`config.mk`:
```
export PLATFORM = sky130hd
export DESIGN_NAME = ic_74194_param
export DESIGN_NICKNAME = d
export VERILOG_FILES = /design/src/rtl/ic_74194_param.sv
export SDC_FILE = /design/constraint.sdc
export NUM_CORES = 1
export LEC_CHECK = 0
export BUFFER_PORTS_ARGS = -buffer_cell sky130_fd_sc_hd__buf_2
export CORE_AREA = 2 2 39 41
export CTS_CLUSTER_DIAMETER = 50
export DETAILED_ROUTE_END_ITERATION = 10
export DIE_AREA = 0 0 41 43
export PLACE_DENSITY = 0.59
export SLEW_MARGIN = 20
export SYNTH_ARGS = -nofsm -noshare
export SYNTH_HDL_FRONTEND = slang
export SYNTH_SLANG_ARGS = --single-unit
export TNS_END_PERCENT = 50
```
`constraint.sdc`:
```
create_clock -name CP -period 0.8 [get_ports CP]
set_input_delay 0.16 -clock CP [delete_from_list [all_inputs] [get_ports CP]]
set_output_delay 0.16 -clock CP [all_outputs]
set_load 0.01 [all_outputs]
```
`src/rtl/ic_74194_param.sv`:
```
// Parametrised universal shift register: hold, shift right (toward MSB), shift left
// (toward LSB) or parallel load on each enabled rising edge, with rotate and reset value.
module ic_74194_param #(
  parameter int               WIDTH       = 4,
  parameter logic [WIDTH-1:0] RESET_VALUE = {WIDTH{1'b0}}
) (
  input  logic             CP,
  input  logic             RD,
  input  logic             CE,
  input  logic [1:0]       S,
  input  logic             ROT,
  input  logic             DSR,
  input  logic             DSL,
  input  logic [WIDTH-1:0] P,
  output logic [WIDTH-1:0] Q,
  output logic [WIDTH-1:0] nQ
);

  typedef enum logic [1:0] {
    MODE_HOLD = 2'b00,
    MODE_SHR  = 2'b01,
    MODE_SHL  = 2'b10,
    MODE_LOAD = 2'b11
  } mode_e;

  mode_e            mode;
  logic [WIDTH-1:0] q_q;
  logic [WIDTH-1:0] q_d;
  logic [WIDTH-1:0] shr_val;
  logic [WIDTH-1:0] shl_val;
  logic             shr_in;
  logic             shl_in;

  assign mode = mode_e'(S);

  // With ROT set the bit falling off one end re-enters at the other end.
  always_comb begin
    shr_in = ROT ? q_q[WIDTH-1] : DSR;
    shl_in = ROT ? q_q[0]       : DSL;
  end

  // A one-bit register has no neighbours, so a shift simply loads the entering bit.
  generate
    if (WIDTH == 1) begin : g_w1
      assign shr_val = shr_in;
      assign shl_val = shl_in;
    end else begin : g_wn
      assign shr_val = {q_q[WIDTH-2:0], shr_in};
      assign shl_val = {shl_in, q_q[WIDTH-1:1]};
    end
  endgenerate

  always_comb begin
    q_d = q_q;
    if (CE) begin
      case (mode)
        MODE_HOLD: q_d = q_q;
        MODE_SHR:  q_d = shr_val;
        MODE_SHL:  q_d = shl_val;
        MODE_LOAD: q_d = P;
        default:   q_d = q_q;
      endcase
    end
  end

  always_ff @(posedge CP or posedge RD) begin
    if (RD) begin
      q_q <= RESET_VALUE;
    end else begin
      q_q <= q_d;
    end
  end

  // nQ is always derived from the single stored copy of Q.
  assign Q  = q_q;
  assign nQ = ~q_q;

endmodule
```
-- Yosys cells after proc, flatten, opt, wreduce, memory -nomap -nowiden
Index checks and enable logic that the tools add are counted.
- bitwise operators: 2
- mux-type cells: 3
- reduce and logical (&&, ||, !) cells: 2
- equal/unequal tests: 3
- operator list (cell ; number):
    $pmux 4 s3 ; 1
    $eq 2x2->1 const B ; 2
    $not 4->4 ; 1
    $eq 2x1->1 const B ; 1
    $logic_not 2->1 ; 1
    $mux 1 ; 2
    $reduce_and 2->1 ; 1
    $not 1->1 ; 1
- register bits after elaboration: 4

-- Longest topological paths before layout
- word-level depth: 3
- mapped depth: 4
- depth with buffers taken out: 3

-- Worst setup path before layout
Ideal clock, no wire load.
- kind: reg2reg
- start point: reg q_q[3], in the netlist Q[3]
- end point: reg q_q[2], in the netlist Q[2]
- required time: 0.678 ns
- stages on the path, launching flop included: 4
- library setup time: 0.122 ns
- arrival: 0.877 ns
- path slack: -0.199 ns
- clock period less this slack: 0.999 ns
- cells stage by stage: dfrtp_1 -> inv_1 -> o211ai_1 -> a32o_1
- cells in the longest elaborated chain, start to end: 1
- RTL lines (item ; line ; text):
    start, declared ; 27 ; logic [WIDTH-1:0] q_q;
    start signal, assigned ; 70 ; q_q <= q_d;
    $pmux 4 s3 ; 56 ; case (mode)
No other way between the ends.
A chain may end at the register's enable or synchronous reset.

-- Worst setup path after layout
- start point: reg q_q[2], in the netlist Q[2]
- end point: out nQ[2]
- cells in the longest elaborated chain, start to end: 1
- RTL lines (item ; line ; text):
    $not 4->4 ; 76 ; assign nQ = ~q_q;
    end, declared ; 16 ; output logic [WIDTH-1:0] nQ
No other way between the ends.

==> impl_metrics.tcl <==
set metrics [dict create \
    syn_area_per_cell_sq_um 8.133 \
    slowest_delay_ns 0.40 \
    final-seq-area_sq_um 100.1 \
    crit_path_start_kind "register" \
    multi_input_area_sq_um 171.4 \
    syn_inst 34 \
    grt_pass1_vias 413 \
    route.vias.total 399 \
    crit_fanout 3 \
    place_area_sq_um 469.2 \
    cts_sinks 4 \
    drt_iter0_markers 5 \
    total_leakage_power_nw 0.3205 \
    hold_violations 0 \
    path_cells "buf_6 > inv_2 > buf_6" \
    hold_path_class "input pin to register" \
    grt_start_max_net_pins 11 \
    grt_use_total 0.1511 \
    area_growth_pct 125.3 \
    finalCriticalPeriod_ns 1.052 \
    path_clk_slew_ns 0.04 \
    yosysTopAreaCell "dfrtp_1" \
    grt_overflow 0 \
    fin_nets 86 \
    tightest_slew_ns 0.3056 \
    place.gp.congestion 0.7501 \
    cts_root_buf "clkbuf_4" \
    die_w_um 41 \
    fin_skew_ns 0.001421 \
    die_h_um 43 \
    period_share 1.316 \
    synth_warnings 0 \
    final_antenna_net_count 0 \
    die_area_sq_mm 0.001763 \
    core.rowCount 14 \
    antenna_cells 0 \
    core_area_sq_mm 0.001384 \
    clk_latency_ns 0.23 \
    antenna_found_initial 0 \
    required_ns 0.64 \
    fillers 140 \
    synth_fp_nets 46 \
    wl_per_cell_um 12.40 \
    synthDistinctLibCells 18 \
    hold_ws_ns 0.3036 \
    dp_slack_ns -0.2101 \
    synth_ff_type "dfrtp_1" \
    largest_reg_flops 4 \
    p_per_area_mw_per_mm2 1735 \
    synth_edf_count 0 \
    clk_path_buf_depth 2 \
    drcViolationCount 0 \
    setup_viol 12 \
    slew_headroom 0.7956 \
    cpMostUsedCell "buf_6" \
    yosysTopAreaCellShare 0.3620 \
    synth.cell_area_sq_um 276.5 \
    dp.final_hpwl_um 735.3 \
    wirelength_um 1091 \
    ys_ff_latch 4 \
    final_cell_area_sq_um 623.1 \
    via_per_inst 4.534 \
    outcome "finished, violations left" \
    crit_type "register to primary output" \
    setup.worst_path.end_class "primary output" \
    peakVddDrop_v 0.0006551 \
    fin_ws_ns -0.2525 \
    final_core_util 0.4503 \
    synth.top_cells.by_count "nand2_1, inv_1, dfrtp_1" \
    pin_count 20 \
    rsz0062_at_grt "true" \
    drive_gt1_frac 0.6667 \
    slew_violations 0 \
    grt_pass1_wl_um 1676 \
    h-tree-depth 1 \
    slowest_stage "dfrtp_1" \
    crit_arrival_ns 0.89 \
    yosysMostFrequentCell "nand2_1" \
    violations "negative setup slack" \
    netlist_top_cells_area "dfrtp_1, nand2_1, mux2i_1" \
    instances_no_fill 88 \
    start_util 0.1998 \
    ys_seq_area_frac 0.3620 \
    max_freq_mhz 950.2 \
    synthArstFlopShare 1.000 \
    dp.cells 79 \
    cts-buffers-inserted 3 \
    maxCapViolations 0 \
    dr.pass1.iters 4 \
    port_buffers 19 \
    cts_tree "built" \
]
==> layout make-up <==
| type | count | area share |
|---|---|---|
| timing repair buffer | 36 | 0.4558 |
| clock buffer | 3 | 0.03614 |
| tap | 16 | 0.03213 |
| multi-input combinational | 23 | 0.2751 |
| inverter | 6 | 0.04016 |
| sequential | 4 | 0.1606 |
==> cells in the final DEF, fill, tap and decap left out <==
cell           synthesis  final
a21oi_1                2      2
a22oi_2                0      1
a2bb2oi_1              1      1
a32o_1                 1      1
and2_1                 1      1
buf_2                  0     12
buf_4                  0     12
buf_6                  0     11
clkbuf_4               0      3
dfrtp_1                4      4
dlygate4sd3_1          0      1
inv_1                  5      1
inv_2                  1      4
inv_4                  0      1
mux2_2                 1      1
mux2i_1                2      2
nand2_1                6      6
nor3b_2                0      1
o211ai_1               1      1
o21ai_0                2      2
o22ai_2                0      2
o32ai_1                1      1
or3_1                  1      1
==> through the flow <==
stage	power (mW)	TNS, ns
after detailed placement	0.6194	-0.7697
after global placement	0.6167	-0.7487
after global routing	1.173	-3.026
final	1.081	-2.492
after CTS	1.041	-2.572
after floorplan	0.4146	-0.6144
==> routing by layer <==
layer / part of all wire / GRT usage / up-vias
met1: 0.37 / 0.1558 / 183
met5: 0 / 0 / -
li1: - / - / 199
met3: 0.058 / 0.05759 / 2
met2: 0.56 / 0.2375 / 15
met4: 0.011 / 0.1000 / 0
==> timing repair <==
item                                    CTS  global route
hold buffers                              1             0
endpoints found under the setup margin   12            12
gates resized for setup                  14             5
setup buffers                             5             0
cloned                                    0             0
pin swaps                                 0             1
hold endpoints to repair                  4             0
==> final timing paths <==
kind	start	endpoint	slack, ns	cells past startpoint
worst max-delay path	Q[2]$_DFFE_PP0P_	nQ[2]	-0.25	3
min in group asynchronous	RD	Q[1]$_DFFE_PP0P_	0.36	3
worst min register to register	Q[2]$_DFFE_PP0P_	Q[2]$_DFFE_PP0P_	0.66	2
worst max register to register	Q[1]$_DFFE_PP0P_	Q[2]$_DFFE_PP0P_	-0.21	4
worst min-delay path	CE	Q[1]$_DFFE_PP0P_	0.30	3
max in group asynchronous	RD	Q[0]$_DFFE_PP0P_	0.29	3
==> where the power goes <==
group          total [mW]  leakage, nW  internal, mW  switching [mW]
Combinational       0.567        0.262         0.341           0.227
Clock               0.248       0.0138         0.168          0.0808
Sequential          0.265       0.0450         0.237          0.0279
Total                1.08        0.320         0.746           0.335
==> cell families (layout without fill, tap and decap cells) <==
group / Yosys count / after routing / share of synthesized area
multiplexers: 3 / 3 / 0.1131
AO/OA/AOI/OAI: 11 / 11 / 0.2715
buffers and inverters: 7 / 45 / 0.09952
AND/OR/NAND/NOR: 9 / 9 / 0.1539
flip-flops: 4 / 4 / 0.3620
==> worst max-delay path, delay by kind of cell (launching register included) <==
| family | cells | cell delay [ns] |
|---|---|---|
| DFF | 1 | 0.40 |
| buffers and inverters | 3 | 0.26 |
No activity file was read; power rests on OpenSTA's default activity.
